## src/rtl/alu_pipe.sv

```systemverilog
// alu_pipe: single-stage pipelined ALU with a valid/ready handshake on both
// sides and a stored flag register (psr).
//
// An operation offered on a/b/opcode is accepted when in_valid && in_ready.
// Its result shows up on c/flags/out_wen with out_valid=1 one cycle later.
// The result is held there until the consumer takes it with out_ready.
// psr loads the operation's flags on the same edge that accepts it, so a
// following ADDC sees the carry immediately, with no bubble.
//
// Ports
//   clk        rising-edge clock
//   rst_n      asynchronous active-low reset
//   in_valid   operation offered on a, b, opcode
//   in_ready   block takes the offered operation this cycle
//   a, b       WIDTH-bit operands (b also carries the shift amount and imm[3:0])
//   opcode     8-bit operation encoding
//   out_valid  c/flags/out_wen hold a result
//   out_ready  consumer takes the result this cycle
//   c          WIDTH-bit result
//   flags      {Z, C, F(overflow), N, L} of the presented result
//   out_wen    register-write qualifier for c
//   psr        stored flag register, same ZCFNL layout
module alu_pipe #(
   parameter int WIDTH = 16
) (
   input  logic             clk,
   input  logic             rst_n,
   input  logic             in_valid,
   output logic             in_ready,
   input  logic [WIDTH-1:0] a,
   input  logic [WIDTH-1:0] b,
   input  logic [7:0]       opcode,
   output logic             out_valid,
   input  logic             out_ready,
   output logic [WIDTH-1:0] c,
   output logic [4:0]       flags,
   output logic             out_wen,
   output logic [4:0]       psr
);

   // Decoded operation kind. Immediate forms map onto their register
   // counterparts and only differ in how the B operand is built.
   typedef enum logic [3:0] {
      OpUndef, OpAnd, OpOr, OpXor, OpNot, OpAdd, OpAddu, OpAddc,
      OpAddcu, OpSub, OpCmp, OpCmpu, OpLsh, OpLsh1, OpRsh, OpArsh
   } opKind_e;

   localparam logic [WIDTH-1:0] ShiftLimit = WIDTH'(WIDTH);

   opKind_e          opKind;
   logic             useImm;
   logic             immZero;
   logic [7:0]       imm8;
   logic [WIDTH-1:0] opB;
   logic             carryIn;
   logic [WIDTH:0]   sumWide;
   logic [WIDTH-1:0] sum;
   logic [WIDTH-1:0] diff;
   logic             addOvf;
   logic             subOvf;
   logic             bigShift;
   logic             accept;

   logic [WIDTH-1:0] result_d, result_q;
   logic [4:0]       flags_d, flags_q;
   logic             outWen_d, outWen_q;
   logic             outValid_d, outValid_q;
   logic [4:0]       psr_d, psr_q;
   logic             defined;
   logic             zF, cF, fF, nF, lF;
   logic             zFromResult;

   // The input side is free whenever the output register is empty or is
   // being emptied this very cycle, which gives full throughput with a
   // single register stage.
   assign in_ready = !outValid_q || out_ready;
   assign accept   = in_valid && in_ready;

   // Opcode decode. Anything not matched stays OpUndef, which produces an
   // all-zero, non-writing result and leaves psr alone.
   always_comb begin
      opKind  = OpUndef;
      useImm  = 1'b0;
      immZero = 1'b0;
      case (opcode[7:4])
         4'h0: begin
            case (opcode[3:0])
               4'h1:    opKind = OpAnd;
               4'h2:    opKind = OpOr;
               4'h3:    opKind = OpXor;
               4'h4:    opKind = OpNot;
               4'h5:    opKind = OpAdd;
               4'h6:    opKind = OpAddu;
               4'h7:    opKind = OpAddc;
               4'h8:    opKind = OpAddcu;
               4'h9:    opKind = OpSub;
               4'hB:    opKind = OpCmp;
               4'hF:    opKind = OpCmpu;
               default: opKind = OpUndef;
            endcase
         end
         4'h5: begin opKind = OpAdd;  useImm = 1'b1; end
         4'h6: begin opKind = OpAddu; useImm = 1'b1; immZero = 1'b1; end
         4'h7: begin opKind = OpAddc; useImm = 1'b1; end
         4'h9: begin opKind = OpSub;  useImm = 1'b1; end
         4'hB: begin opKind = OpCmp;  useImm = 1'b1; end
         4'h8: begin
            case (opcode[3:0])
               4'h0, 4'h1: opKind = OpLsh;
               4'h4:       opKind = OpLsh1;
               4'h2:       opKind = OpRsh;
               4'h3:       opKind = OpArsh;
               default:    opKind = OpUndef;
            endcase
         end
         default: opKind = OpUndef;
      endcase
   end

   // Operand preparation and the shared adder/subtractor. The 8-bit
   // immediate is the opcode's low nibble glued to b[3:0]; only ADDUI
   // zero-extends it. Carry-in comes from psr as it stands right now,
   // i.e. before this accept edge updates it.
   always_comb begin
      imm8     = {opcode[3:0], b[3:0]};
      opB      = b;
      if (useImm) begin
         opB = immZero ? WIDTH'(imm8) : WIDTH'($signed(imm8));
      end
      carryIn  = ((opKind == OpAddc) || (opKind == OpAddcu)) ? psr_q[3] : 1'b0;
      sumWide  = {1'b0, a} + {1'b0, opB} + {{WIDTH{1'b0}}, carryIn};
      sum      = sumWide[WIDTH-1:0];
      diff     = a - opB;
      addOvf   = (a[WIDTH-1] == opB[WIDTH-1]) && (sum[WIDTH-1] != a[WIDTH-1]);
      subOvf   = (a[WIDTH-1] != opB[WIDTH-1]) && (diff[WIDTH-1] != a[WIDTH-1]);
      bigShift = (b >= ShiftLimit);
   end

   // Result and flag selection. Z follows the result for everything except
   // the compares, which report equality of the operands instead and never
   // write c.
   always_comb begin
      result_d    = '0;
      outWen_d    = 1'b1;
      defined     = 1'b1;
      zFromResult = 1'b1;
      zF          = 1'b0;
      cF          = 1'b0;
      fF          = 1'b0;
      nF          = 1'b0;
      lF          = 1'b0;
      case (opKind)
         OpAnd:   result_d = a & opB;
         OpOr:    result_d = a | opB;
         OpXor:   result_d = a ^ opB;
         OpNot:   result_d = ~a;
         OpAdd: begin
            result_d = sum;
            fF       = addOvf;
         end
         OpAddu, OpAddcu: begin
            result_d = sum;
            cF       = sumWide[WIDTH];
         end
         OpAddc: begin
            result_d = sum;
            cF       = sumWide[WIDTH];
            fF       = addOvf;
         end
         OpSub: begin
            result_d = diff;
            fF       = subOvf;
         end
         OpCmp: begin
            outWen_d    = 1'b0;
            zFromResult = 1'b0;
            zF          = (a == opB);
            nF          = ($signed(a) < $signed(opB));
         end
         OpCmpu: begin
            outWen_d    = 1'b0;
            zFromResult = 1'b0;
            zF          = (a == opB);
            lF          = (a < opB);
         end
         OpLsh:   result_d = bigShift ? '0 : (a << b);
         OpLsh1:  result_d = a << 1;
         OpRsh:   result_d = bigShift ? '0 : (a >> b);
         OpArsh:  result_d = bigShift ? {WIDTH{a[WIDTH-1]}} : $unsigned($signed(a) >>> b);
         default: begin
            outWen_d    = 1'b0;
            defined     = 1'b0;
            zFromResult = 1'b0;
         end
      endcase
      if (zFromResult) begin
         zF = (result_d == '0);
      end
      flags_d = {zF, cF, fF, nF, lF};
   end

   // Next-state for the handshake and psr. psr only moves on an accept, so a
   // stalled result can never update it a second time.
   always_comb begin
      outValid_d = outValid_q;
      psr_d      = psr_q;
      if (accept) begin
         outValid_d = 1'b1;
         if (defined) begin
            psr_d = flags_d;
         end
      end else if (out_ready) begin
         outValid_d = 1'b0;
      end
   end

   // Output register and psr. The result fields load only on accept so they
   // stay frozen while the consumer stalls; reset drops any pending result.
   always_ff @(posedge clk or negedge rst_n) begin
      if (!rst_n) begin
         outValid_q <= 1'b0;
         result_q   <= '0;
         flags_q    <= '0;
         outWen_q   <= 1'b0;
         psr_q      <= '0;
      end else begin
         outValid_q <= outValid_d;
         psr_q      <= psr_d;
         if (accept) begin
            result_q <= result_d;
            flags_q  <= flags_d;
            outWen_q <= outWen_d;
         end
      end
   end

   assign out_valid = outValid_q;
   assign c         = result_q;
   assign flags     = flags_q;
   assign out_wen   = outWen_q;
   assign psr       = psr_q;

endmodule

```

## config.mk

```make
export PLATFORM = sky130hd
export DESIGN_NAME = alu_pipe
export DESIGN_NICKNAME = d
export VERILOG_FILES = /design/src/rtl/alu_pipe.sv
export SDC_FILE = /design/constraint.sdc
export NUM_CORES = 1
export LEC_CHECK = 0
export CORE_UTILIZATION = 45
export DETAILED_ROUTE_END_ITERATION = 8
export PLACE_DENSITY = 0.76
export SLEW_MARGIN = 20
export SYNTH_ARGS = -nofsm -noshare
export SYNTH_HDL_FRONTEND = slang
export SYNTH_SLANG_ARGS = --single-unit
```

## constraint.sdc

```tcl
create_clock -name clk -period 9.5 [get_ports clk]
set_input_delay 1.9 -clock clk [delete_from_list [all_inputs] [get_ports clk]]
set_output_delay 1.9 -clock clk [all_outputs]
set_load 0.05 [all_outputs]
```

==> flow_results.xml, run 1 <==
<?xml version="1.0" encoding="UTF-8"?>
<metrics>
  <group name="floorplanning">
    <metric name="core" unit="um^2">14000</metric>
    <metric name="rows" unit="">43</metric>
    <metric name="floorplan.die.height" unit="um">122</metric>
    <metric name="die_w" unit="um">122</metric>
    <metric name="dieArea" unit="um^2">14900</metric>
    <metric name="start_util" unit="%">46.4</metric>
    <metric name="ios" unit="">73</metric>
  </group>
  <group name="synthesis">
    <metric name="cell_count_after_synthesis" unit="">875</metric>
    <metric name="synth_cell_type_count" unit="">94</metric>
    <metric name="synth-warning-count" unit="">0</metric>
    <metric name="postSynthNetCount" unit="">970</metric>
    <metric name="proportion_of_synthesized_flip_flops_having_asynchronous_set_or_reset" unit="%">100</metric>
    <metric name="synth_top_family_by_area" unit="">compound AO/OA/AOI/OAI gates</metric>
    <metric name="yosys.area_share.adder" unit="%">10.2</metric>
    <metric name="synth-xor-area-share" unit="%">1.21</metric>
    <metric name="syn-cell-area" unit="um^2">6490</metric>
    <metric name="synth_flop_cell" unit="">sky130_fd_sc_hd__dfrtp_1</metric>
    <metric name="post_synthesis_compound_gate_area_fraction" unit="%">33.4</metric>
    <metric name="synth-edff-count" unit="">0</metric>
    <metric name="synth.area.mux_share" unit="%">11.5</metric>
    <metric name="synth_simple_gate_area_share" unit="%">25.8</metric>
    <metric name="ys_seq_elements" unit="">28</metric>
    <metric name="syn_avg_cell_area" unit="um^2">7.42</metric>
    <metric name="seq_area_frac_synth" unit="%">10.8</metric>
  </group>
  <group name="clock_network">
    <metric name="insertion_delay_of_the_later_clocked_pin_in_the_worst_skew_pair" unit="ps">260</metric>
    <metric name="clock_tree.htree_level_count" unit="">1</metric>
    <metric name="cts-hold-fix-buffers" unit="">0</metric>
    <metric name="cts.sink_count" unit="">28</metric>
    <metric name="cts_buffer_depth" unit="">2</metric>
    <metric name="cts_tree" unit="">yes</metric>
    <metric name="cts_clock_pin_slew_for_the_worst_setup_and_hold_paths" unit="ps">70</metric>
    <metric name="clock-root-buffer" unit="">sky130_fd_sc_hd__clkbuf_16</metric>
    <metric name="tritoncts.num_buffers" unit="">3</metric>
    <metric name="postCtsSetupRepairBufs" unit="">0</metric>
    <metric name="post_cts.resized_instances" unit="">0</metric>
  </group>
  <group name="finish">
    <metric name="finalInstanceArea" unit="um^2">7300</metric>
    <metric name="most_common_cell_after_layout_fill_and_taps_aside" unit="">sky130_fd_sc_hd__nand2_1</metric>
    <metric name="areaGrowthSynthToFinish" unit="%">12.5</metric>
    <metric name="most-common-layout-cells" unit="">86 x sky130_fd_sc_hd__nand2_1, 79 x sky130_fd_sc_hd__nor2_1, 69 x sky130_fd_sc_hd__clkdlybuf4s50_1, 54 x sky130_fd_sc_hd__a21oi_1, 48 x sky130_fd_sc_hd__ha_1</metric>
    <metric name="drive_gt1_share" unit="%">9.14</metric>
    <metric name="fillers" unit="">1428</metric>
    <metric name="multiInputGateArea" unit="um^2">5330</metric>
    <metric name="seqCellArea" unit="um^2">701</metric>
    <metric name="finish.cell_count_without_fillers" unit="">1078</metric>
    <metric name="postLayoutCoreUtil" unit="%">52.2</metric>
    <metric name="design.final.nets" unit="">993</metric>
  </group>
  <group name="sta">
    <metric name="final_max_slew_viol_count" unit="">0</metric>
    <metric name="fin_crit_sh" unit="%">80.9</metric>
    <metric name="slew_headroom" unit="%">14.4</metric>
    <metric name="max_freq" unit="MHz">130</metric>
    <metric name="final-setup-viol-count" unit="">0</metric>
    <metric name="post-route-worst-setup-slack" unit="ps">1810</metric>
    <metric name="tightest_slew" unit="ps">1250</metric>
    <metric name="grt_setup_unrepaired" unit="">no</metric>
    <metric name="fin_worst_hold_slack" unit="ps">477</metric>
    <metric name="skew" unit="ps">4.16</metric>
    <metric name="setup-tns-final" unit="ps">0</metric>
    <metric name="finalCriticalPeriod" unit="ps">7690</metric>
    <metric name="finalHoldViolCount" unit="">0</metric>
  </group>
  <group name="drt">
    <metric name="dr.pass1.iters" unit="">6</metric>
    <metric name="routed_wire_length_per_instance" unit="um">25.1</metric>
    <metric name="drt-vias-per-instance" unit="">7.17</metric>
    <metric name="vias" unit="">7726</metric>
    <metric name="wl" unit="um">27100</metric>
    <metric name="remaining_drc_errors" unit="">0</metric>
    <metric name="first_iter_violations" unit="">1360</metric>
    <metric name="ant_nets" unit="">0</metric>
  </group>
  <group name="worst_hold_path">
    <metric name="worst_hold_startpoint" unit="">flags[0]$_DFFE_PN0P_</metric>
    <metric name="worstHoldPathType" unit="">flip-flop to flip-flop</metric>
  </group>
  <group name="global_routing">
    <metric name="globalRoute.busiestLayer" unit="">met2</metric>
    <metric name="final_global_route_overflow_total" unit="">0</metric>
    <metric name="global_route.usage.total" unit="%">36.6</metric>
    <metric name="antenna_found_initial" unit="">1</metric>
    <metric name="met1_usage" unit="%">52.4</metric>
    <metric name="grt_max_degree" unit="">59</metric>
    <metric name="use_met2" unit="%">54.9</metric>
    <metric name="wire_length_of_the_first_global_routing_pass" unit="um">41600</metric>
    <metric name="groute.layer.met3.usage" unit="%">6.55</metric>
    <metric name="grt_pass1_vias" unit="">6878</metric>
  </group>
  <group name="worst_setup_path">
    <metric name="reg2reg_end" unit="">psr[4]$_DFFE_PN0P_</metric>
    <metric name="critical_path_cell_count" unit="">22</metric>
    <metric name="timing.critical_path.slowest_cell_delay" unit="ps">650</metric>
    <metric name="r2r-start" unit="">psr[3]$_DFFE_PN0P_</metric>
    <metric name="regToRegSetupSlack" unit="ps">5700</metric>
    <metric name="cp_cell_sequence" unit="">clkdlybuf4s50_1, nor2_1, mux2i_1, o31a_1, nand2_1, buf_4, nand2_1, o21ai_0, nand2_1, fa_1, fa_1, nor2b_1, nor3_1, o21ai_0, a31oi_1, xor2_1, nor2_1, or4_1, nor3_1, nand4_1, nor3_2, o31a_1</metric>
    <metric name="crit_required" unit="ps">9700</metric>
    <metric name="cp-end-kind" unit="">flip-flop</metric>
    <metric name="start_kind" unit="">input pin</metric>
    <metric name="crit_path_max_fanout" unit="">19</metric>
    <metric name="critical_path_buf_inv_count" unit="">2</metric>
    <metric name="cp-endpoint" unit="">psr[4]$_DFFE_PN0P_</metric>
    <metric name="top_delay_family_on_crit_path" unit="">simple AND/OR/NAND/NOR gates</metric>
    <metric name="arrival" unit="ps">7880</metric>
    <metric name="crit_start" unit="">opcode[3]</metric>
    <metric name="path_common_cell" unit="">sky130_fd_sc_hd__nand2_1</metric>
    <metric name="worst_path_max_delay_cell" unit="">sky130_fd_sc_hd__clkdlybuf4s50_1</metric>
    <metric name="r2r.worst_path.cells" unit="">14</metric>
    <metric name="timing.setup.critical_path_class" unit="">input pin to flip-flop</metric>
  </group>
  <group name="status">
    <metric name="outcome" unit="">finished, final reports clean</metric>
  </group>
  <group name="placement">
    <metric name="dp_slack" unit="ps">1760</metric>
    <metric name="dp_hpwl" unit="um">20600</metric>
    <metric name="place.detailed.instances" unit="">1073</metric>
    <metric name="post_detailed_placement_cell_area" unit="um^2">7210</metric>
    <metric name="gpl_congestion" unit="">1.08</metric>
    <metric name="place.port_buffers" unit="">72</metric>
  </group>
  <group name="run">
    <metric name="timing.max_cap.violations" unit="">0</metric>
  </group>
  <group name="pwr">
    <metric name="leakage" unit="nW">2.88</metric>
    <metric name="finalPower" unit="mW">0.779</metric>
    <metric name="p_per_area" unit="nW/um^2">107</metric>
    <metric name="max_vdd_drop" unit="mV">0.0633</metric>
  </group>
</metrics>
synthesized netlist by cell type, types with 17 or more instances:
cell                       number  area (um^2)
sky130_fd_sc_hd__nand4_1       17          106
sky130_fd_sc_hd__inv_1         40          150
sky130_fd_sc_hd__o21a_1        17          128
sky130_fd_sc_hd__ha_1          48          601
sky130_fd_sc_hd__nand3_1       21          105
sky130_fd_sc_hd__nor2_1        79          297
sky130_fd_sc_hd__nand2_1       86          323
sky130_fd_sc_hd__o21ai_0       46          230
sky130_fd_sc_hd__nor3_1        31          155
sky130_fd_sc_hd__a31oi_1       17          106
sky130_fd_sc_hd__clkbuf_1      36          135
sky130_fd_sc_hd__mux2_2        21          236
sky130_fd_sc_hd__dfrtp_1       28          701
sky130_fd_sc_hd__a21oi_1       54          270
sky130_fd_sc_hd__mux2i_1       24          240
cells by family after synthesis:
kind of cell	after synthesis
and+or+nand+nor	321
AOI/OAI and AO/OA	301
buffers and inverters	108
muxes	57
adders and majority gates	51
DFF	28
xor gates and xnor gates	9
power breakdown:
part           internal (mW)  total, mW  switching [mW]
registers              0.140      0.153          0.0127
clock network         0.0645      0.104          0.0390
logic                  0.183      0.523           0.340
total                  0.388      0.779           0.391
how the worst min path moves through the flow:
stage          depth (start not counted)              endpoint
6_report                               1  flags[0]$_DFFE_PN0P_
5_1_grt                                1    psr[2]$_DFFE_PN0P_
4_1_cts                                1  flags[0]$_DFFE_PN0P_
3_5_place_dp                           1  flags[0]$_DFFE_PN0P_
3_3_place_gp                           1  flags[0]$_DFFE_PN0P_
2_1_floorplan                          2  flags[1]$_DFFE_PN0P_
flip-flops by register name, summed over array words and instances, names as in the netlist:
| register | cells |
|---|---|
| c | 16 |
| flags | 5 |
| out_valid | 1 |
| out_wen | 1 |
| psr | 5 |
per-layer routing:
layer,routed length (um),vias to the layer above
li1,-,3378
met1,10800,3612
met2,11500,638
met3,3650,98
met4,1090,0
met5,0,-
worst register-to-register path: stages, from the launching register on:
cell	delay, ps
sky130_fd_sc_hd__dfrtp_1	380
sky130_fd_sc_hd__nand2_1	90
sky130_fd_sc_hd__fa_1	410
sky130_fd_sc_hd__fa_1	430
sky130_fd_sc_hd__nor2b_1	160
sky130_fd_sc_hd__nor3_1	90
sky130_fd_sc_hd__o21ai_0	480
sky130_fd_sc_hd__a31oi_1	210
sky130_fd_sc_hd__xor2_1	160
sky130_fd_sc_hd__nor2_1	50
sky130_fd_sc_hd__or4_1	570
sky130_fd_sc_hd__nor3_1	190
sky130_fd_sc_hd__nand4_1	130
sky130_fd_sc_hd__nor3_2	210
sky130_fd_sc_hd__o31a_1	180
final cells by class:
cell class	instances	area share, %
sequential	28	9.60
antenna	1	0.0343
multi-input combinational	739	73.0
clock buffer	4	1.22
tap	180	3.09
timing repair buffer	84	10.9
inverter	42	2.16
Power figures use the tool's default switching activity.
==> run 2: changes to the inputs <==
Clock period 9.5 ns to 7.3 ns, I/O delays scaled along.
==> run 2 against run 1 <==
Effect of this change:
- count of clock-buffer cells in the layout down 1
- sequential power increased by 30%
- combinational power is 33% higher
- critical endpoint is now flags[4]$_DFFE_PN0P_
- final area rose by 1.7%
- hold slack better by 6.3 ps
==> flow_results.xml, run 2 (synthesis gave the netlist of run 1 again) <==
<?xml version="1.0" encoding="UTF-8"?>
<metrics>
  <group name="clock_network">
    <metric name="postCtsSetupRepairBufs" unit="">0</metric>
    <metric name="cts.sink_count" unit="">28</metric>
    <metric name="cts_tree" unit="">yes</metric>
    <metric name="insertion_delay_of_the_later_clocked_pin_in_the_worst_skew_pair" unit="ps">260</metric>
    <metric name="tritoncts.num_buffers" unit="">3</metric>
    <metric name="clock_tree.htree_level_count" unit="">1</metric>
    <metric name="cts_buffer_depth" unit="">2</metric>
    <metric name="clock-root-buffer" unit="">sky130_fd_sc_hd__clkbuf_16</metric>
    <metric name="cts-hold-fix-buffers" unit="">0</metric>
    <metric name="cts_clock_pin_slew_for_the_worst_setup_and_hold_paths" unit="ps">70</metric>
    <metric name="post_cts.resized_instances" unit="">0</metric>
  </group>
  <group name="worst_setup_path">
    <metric name="cp-end-kind" unit="">flip-flop</metric>
    <metric name="r2r.worst_path.cells" unit="">14</metric>
    <metric name="regToRegSetupSlack" unit="ps">3540</metric>
    <metric name="r2r-start" unit="">psr[3]$_DFFE_PN0P_</metric>
    <metric name="start_kind" unit="">input pin</metric>
    <metric name="crit_required" unit="ps">7500</metric>
    <metric name="crit_path_max_fanout" unit="">11</metric>
    <metric name="worst_path_max_delay_cell" unit="">sky130_fd_sc_hd__clkdlybuf4s50_1</metric>
    <metric name="timing.critical_path.slowest_cell_delay" unit="ps">670</metric>
    <metric name="arrival" unit="ps">7000</metric>
    <metric name="cp_cell_sequence" unit="">clkdlybuf4s50_1, nor4_4, a41oi_2, a211oi_4, nand3_2, o21ai_0, nand2_1, fa_1, fa_1, nor2b_1, nor3_1, o21ai_0, a31oi_1, xor2_1, nor2_1, or4_1, nor3_1, nand4_1, nor3_2, o31a_1</metric>
    <metric name="timing.setup.critical_path_class" unit="">input pin to flip-flop</metric>
    <metric name="reg2reg_end" unit="">flags[4]$_DFFE_PN0P_</metric>
  </group>
  <group name="drt">
    <metric name="remaining_drc_errors" unit="">0</metric>
    <metric name="drt-vias-per-instance" unit="">7.12</metric>
    <metric name="first_iter_violations" unit="">1312</metric>
    <metric name="dr.pass1.iters" unit="">6</metric>
    <metric name="routed_wire_length_per_instance" unit="um">25.6</metric>
    <metric name="vias" unit="">7787</metric>
    <metric name="ant_nets" unit="">0</metric>
    <metric name="wl" unit="um">28000</metric>
  </group>
  <group name="pwr">
    <metric name="leakage" unit="nW">2.96</metric>
    <metric name="finalPower" unit="mW">1.02</metric>
    <metric name="p_per_area" unit="nW/um^2">137</metric>
    <metric name="max_vdd_drop" unit="mV">0.107</metric>
  </group>
  <group name="finish">
    <metric name="drive_gt1_share" unit="%">10.9</metric>
    <metric name="most-common-layout-cells" unit="">86 x sky130_fd_sc_hd__nand2_1, 79 x sky130_fd_sc_hd__nor2_1, 69 x sky130_fd_sc_hd__clkdlybuf4s50_1, 54 x sky130_fd_sc_hd__a21oi_1, 48 x sky130_fd_sc_hd__ha_1</metric>
    <metric name="areaGrowthSynthToFinish" unit="%">14.4</metric>
    <metric name="seqCellArea" unit="um^2">701</metric>
    <metric name="most_common_cell_after_layout_fill_and_taps_aside" unit="">sky130_fd_sc_hd__nand2_1</metric>
    <metric name="design.final.nets" unit="">1011</metric>
    <metric name="largest_register_ff_count" unit="">16</metric>
    <metric name="multiInputGateArea" unit="um^2">5330</metric>
    <metric name="antenna-diode-count" unit="">0</metric>
    <metric name="finish.cell_count_without_fillers" unit="">1094</metric>
    <metric name="fillers" unit="">1396</metric>
    <metric name="postLayoutCoreUtil" unit="%">53.1</metric>
  </group>
  <group name="placement">
    <metric name="place.detailed.instances" unit="">1091</metric>
    <metric name="place.port_buffers" unit="">72</metric>
    <metric name="gpl_congestion" unit="">1.08</metric>
    <metric name="dp_hpwl" unit="um">21600</metric>
    <metric name="dp_slack" unit="ps">385</metric>
  </group>
  <group name="sta">
    <metric name="finalCriticalPeriod" unit="ps">6800</metric>
    <metric name="setup-tns-final" unit="ps">0</metric>
    <metric name="tightest_slew" unit="ps">967</metric>
    <metric name="fin_crit_sh" unit="%">93.2</metric>
    <metric name="skew" unit="ps">3.82</metric>
    <metric name="slew_headroom" unit="%">34.9</metric>
    <metric name="max_freq" unit="MHz">147</metric>
    <metric name="final_max_slew_viol_count" unit="">0</metric>
    <metric name="final-setup-viol-count" unit="">0</metric>
    <metric name="grt_setup_unrepaired" unit="">no</metric>
    <metric name="post-route-worst-setup-slack" unit="ps">496</metric>
    <metric name="finalHoldViolCount" unit="">0</metric>
  </group>
  <group name="global_routing">
    <metric name="grt_max_degree" unit="">51</metric>
    <metric name="final_global_route_overflow_total" unit="">0</metric>
    <metric name="global_route.usage.total" unit="%">37.3</metric>
    <metric name="grt_pass1_vias" unit="">7107</metric>
    <metric name="antenna_found_initial" unit="">0</metric>
    <metric name="wire_length_of_the_first_global_routing_pass" unit="um">42000</metric>
  </group>
  <group name="floorplanning">
    <metric name="core" unit="um^2">14000</metric>
    <metric name="rows" unit="">43</metric>
    <metric name="dieArea" unit="um^2">14900</metric>
    <metric name="ios" unit="">73</metric>
    <metric name="start_util" unit="%">46.4</metric>
    <metric name="floorplan.die.height" unit="um">122</metric>
    <metric name="die_w" unit="um">122</metric>
  </group>
  <group name="run">
    <metric name="timing.max_cap.violations" unit="">0</metric>
  </group>
  <group name="worst_hold_path">
    <metric name="hold-path-cell-count" unit="">1</metric>
    <metric name="worst_hold_path.endpoint" unit="">psr[2]$_DFFE_PN0P_</metric>
    <metric name="worstHoldPathType" unit="">flip-flop to flip-flop</metric>
    <metric name="worst_hold_startpoint" unit="">psr[2]$_DFFE_PN0P_</metric>
  </group>
  <group name="status">
    <metric name="outcome" unit="">finished, final reports clean</metric>
  </group>
</metrics>
-- run 2: cell types whose count changed in the layout (fill, tap and decap cells not counted), sizes merged --
cell    delta
clkbuf     -1
diode      -1
buf       +18
-- run 2: critical path, delay by kind of cell --
kind,cells,cell delay (ps)
simple gates,10,2150
fa+ha+maj,2,860
compound gates,6,1700
xor+xnor,1,170
buf+inv,1,670
-- run 2: through the flow --
step                      hold WS (ps)  instance area [um^2]
final                              483                  7420
after global placement             461                  7340
after global routing               504                  7420
after detailed placement           472                  7340
after CTS                          489                  7420
after floorplan                    744                  6490
-- run 2: report_power, final --
part	switching (mW)	internal, mW
registers	0.0158	0.183
logic	0.450	0.245
clock network	0.0488	0.0726
-- run 2: worst max-delay path by stage --
stage,from,to,slack (ps),cells after the start
after floorplan,opcode[4],psr[4]$_DFFE_PN0P_,1390,21
after global placement,opcode[5],psr[4]$_DFFE_PN0P_,550,20
after detailed placement,opcode[5],psr[4]$_DFFE_PN0P_,380,20
after CTS,opcode[5],flags[4]$_DFFE_PN0P_,620,20
after global routing,opcode[5],psr[4]$_DFFE_PN0P_,240,20
final,opcode[5],flags[4]$_DFFE_PN0P_,500,20
-- run 2: metal layers --
layer | track usage (%) | up-vias | share of wire, %
li1 | - | 3404 | -
met1 | 52.3 | 3626 | 40
met2 | 54.4 | 629 | 41
met3 | 7.02 | 128 | 13
met4 | 18.2 | 0 | 6.3
met5 | 0 | - | 0
-- run 2: cell type report --
cell class / count / area share [%]
clock buffers: 3 / 1.01
flip-flops and latches: 28 / 9.44
multi-input cells: 739 / 71.9
well taps: 180 / 3.03
repair buffers: 102 / 12.5
inverters: 42 / 2.12
==> run 3: changes to the inputs <==
Settings changed: RECOVER_POWER set to 25.
==> run 3 against run 2 <==
Effect of this change:
- the flow now finishes with violations (capacitance limit, slew limit)
- worst setup slack improved by 18 ps
- wire length about the same
- first-iteration DRC count unchanged
- utilization about the same
- highest routed layer unchanged
==> flow_results.xml, run 3 (synthesis gave the netlist of run 1 again) <==
<?xml version="1.0" encoding="UTF-8"?>
<metrics>
  <group name="status">
    <metric name="outcome" unit="">finished with violations</metric>
    <metric name="failed_checks" unit="">capacitance limit, slew limit</metric>
  </group>
  <group name="sta">
    <metric name="setup-tns-final" unit="ps">0</metric>
    <metric name="skew" unit="ps">4.16</metric>
    <metric name="post-route-worst-setup-slack" unit="ps">514</metric>
    <metric name="tightest_slew" unit="ps">1520</metric>
    <metric name="final_max_slew_viol_count" unit="">29</metric>
    <metric name="finalHoldViolCount" unit="">0</metric>
    <metric name="slew_headroom" unit="%">-1.28</metric>
    <metric name="finalCriticalPeriod" unit="ps">6790</metric>
    <metric name="grt_setup_unrepaired" unit="">no</metric>
    <metric name="max_freq" unit="MHz">147</metric>
    <metric name="fin_crit_sh" unit="%">93.0</metric>
    <metric name="final-setup-viol-count" unit="">0</metric>
  </group>
  <group name="global_routing">
    <metric name="final_global_route_overflow_total" unit="">0</metric>
    <metric name="antenna_found_initial" unit="">0</metric>
    <metric name="grt_max_degree" unit="">51</metric>
    <metric name="wire_length_of_the_first_global_routing_pass" unit="um">42000</metric>
    <metric name="global_route.usage.total" unit="%">37.3</metric>
    <metric name="grt_pass1_vias" unit="">7107</metric>
  </group>
  <group name="pwr">
    <metric name="p_per_area" unit="nW/um^2">137</metric>
    <metric name="leakage" unit="nW">2.95</metric>
    <metric name="finalPower" unit="mW">1.01</metric>
    <metric name="max_vdd_drop" unit="mV">0.107</metric>
  </group>
  <group name="finish">
    <metric name="antenna-diode-count" unit="">0</metric>
    <metric name="drive_gt1_share" unit="%">10.8</metric>
    <metric name="areaGrowthSynthToFinish" unit="%">14.3</metric>
    <metric name="most-common-layout-cells" unit="">86 x sky130_fd_sc_hd__nand2_1, 79 x sky130_fd_sc_hd__nor2_1, 68 x sky130_fd_sc_hd__clkdlybuf4s50_1, 54 x sky130_fd_sc_hd__a21oi_1, 48 x sky130_fd_sc_hd__ha_1</metric>
    <metric name="most_common_cell_after_layout_fill_and_taps_aside" unit="">sky130_fd_sc_hd__nand2_1</metric>
    <metric name="postLayoutCoreUtil" unit="%">53.0</metric>
    <metric name="largest_register_ff_count" unit="">16</metric>
    <metric name="design.final.nets" unit="">1011</metric>
  </group>
  <group name="drt">
    <metric name="drt-vias-per-instance" unit="">7.07</metric>
    <metric name="vias" unit="">7733</metric>
    <metric name="ant_nets" unit="">0</metric>
    <metric name="dr.pass1.iters" unit="">6</metric>
    <metric name="remaining_drc_errors" unit="">0</metric>
    <metric name="routed_wire_length_per_instance" unit="um">25.6</metric>
    <metric name="first_iter_violations" unit="">1312</metric>
    <metric name="wl" unit="um">28000</metric>
  </group>
  <group name="clock_network">
    <metric name="cts.sink_count" unit="">28</metric>
    <metric name="clock-root-buffer" unit="">sky130_fd_sc_hd__clkbuf_16</metric>
    <metric name="post_cts.resized_instances" unit="">0</metric>
    <metric name="postCtsSetupRepairBufs" unit="">0</metric>
    <metric name="insertion_delay_of_the_later_clocked_pin_in_the_worst_skew_pair" unit="ps">260</metric>
    <metric name="clock_tree.htree_level_count" unit="">1</metric>
    <metric name="tritoncts.num_buffers" unit="">3</metric>
    <metric name="cts_buffer_depth" unit="">2</metric>
    <metric name="cts_clock_pin_slew_for_the_worst_setup_and_hold_paths" unit="ps">70</metric>
    <metric name="cts-hold-fix-buffers" unit="">0</metric>
    <metric name="cts_tree" unit="">yes</metric>
  </group>
  <group name="floorplanning">
    <metric name="core" unit="um^2">14000</metric>
    <metric name="ios" unit="">73</metric>
    <metric name="start_util" unit="%">46.4</metric>
    <metric name="die_w" unit="um">122</metric>
    <metric name="floorplan.die.height" unit="um">122</metric>
    <metric name="dieArea" unit="um^2">14900</metric>
    <metric name="rows" unit="">43</metric>
  </group>
  <group name="worst_hold_path">
    <metric name="worstHoldPathType" unit="">flip-flop to flip-flop</metric>
    <metric name="hold-path-cell-count" unit="">1</metric>
  </group>
  <group name="worst_setup_path">
    <metric name="top_delay_family_on_crit_path" unit="">simple AND/OR/NAND/NOR gates</metric>
    <metric name="crit_path_max_fanout" unit="">11</metric>
    <metric name="r2r.worst_path.cells" unit="">14</metric>
    <metric name="critical_path_buf_inv_count" unit="">1</metric>
    <metric name="critical_path_cell_count" unit="">20</metric>
    <metric name="timing.setup.critical_path_class" unit="">input pin to flip-flop</metric>
    <metric name="timing.critical_path.slowest_cell_delay" unit="ps">670</metric>
    <metric name="cp_cell_sequence" unit="">clkdlybuf4s50_1, nor4_4, a41oi_2, a211oi_4, nand3_2, o21ai_0, nand2_1, fa_1, fa_1, nor2b_1, nor3_1, o21ai_0, a31oi_1, xor2_1, nor2_1, or4_1, nor3_1, nand4_1, nor3_2, o31a_1</metric>
    <metric name="regToRegSetupSlack" unit="ps">3550</metric>
    <metric name="crit_required" unit="ps">7500</metric>
    <metric name="cp-end-kind" unit="">flip-flop</metric>
    <metric name="start_kind" unit="">input pin</metric>
    <metric name="arrival" unit="ps">6980</metric>
    <metric name="worst_path_max_delay_cell" unit="">sky130_fd_sc_hd__clkdlybuf4s50_1</metric>
  </group>
  <group name="run">
    <metric name="timing.max_cap.violations" unit="">1</metric>
  </group>
  <group name="placement">
    <metric name="dp_slack" unit="ps">385</metric>
    <metric name="dp_hpwl" unit="um">21600</metric>
    <metric name="place.port_buffers" unit="">72</metric>
    <metric name="gpl_congestion" unit="">1.08</metric>
  </group>
</metrics>
## run 3: path summary, 6_finish.rpt
check	start	endpoint
setup / recovery	opcode[5]	flags[4]$_DFFE_PN0P_
hold / removal	psr[2]$_DFFE_PN0P_	psr[2]$_DFFE_PN0P_
min in group asynchronous	rst_n	c[0]$_DFFE_PN0P_
max in group asynchronous	rst_n	c[2]$_DFFE_PN0P_
setup reg to reg	psr[3]$_DFFE_PN0P_	flags[4]$_DFFE_PN0P_
hold reg to reg	psr[2]$_DFFE_PN0P_	psr[2]$_DFFE_PN0P_
## run 3: where the power goes
group          internal, mW  switching [mW]
logic                 0.245           0.449
registers             0.183          0.0157
clock network        0.0726          0.0492
total                 0.500           0.514
## run 3: metrics by stage
step	cells	hold slack (ps)	instance area [um^2]
3_5_place_dp	1091	472	7340
2_1_floorplan	875	744	6490
5_1_grt	1094	504	7420
4_1_cts	1094	489	7420
6_report	1094	484	7420
3_3_place_gp	1091	461	7340
## run 3: cell type report
class,count,area (um^2)
Clock buffer,3,75.1
Fill cell,1398,6570
Inverter,42,158
Multi-Input combinational cell,739,5330
Sequential cell,28,701
Tap cell,180,225
Timing Repair Buffer,102,927
## run 3: routing by layer
metal  GRT usage (%)  wire length, um
met1            52.3            11200
met2            54.4            11600
met3            7.02             3610
met4            18.2             1640
met5               0                0
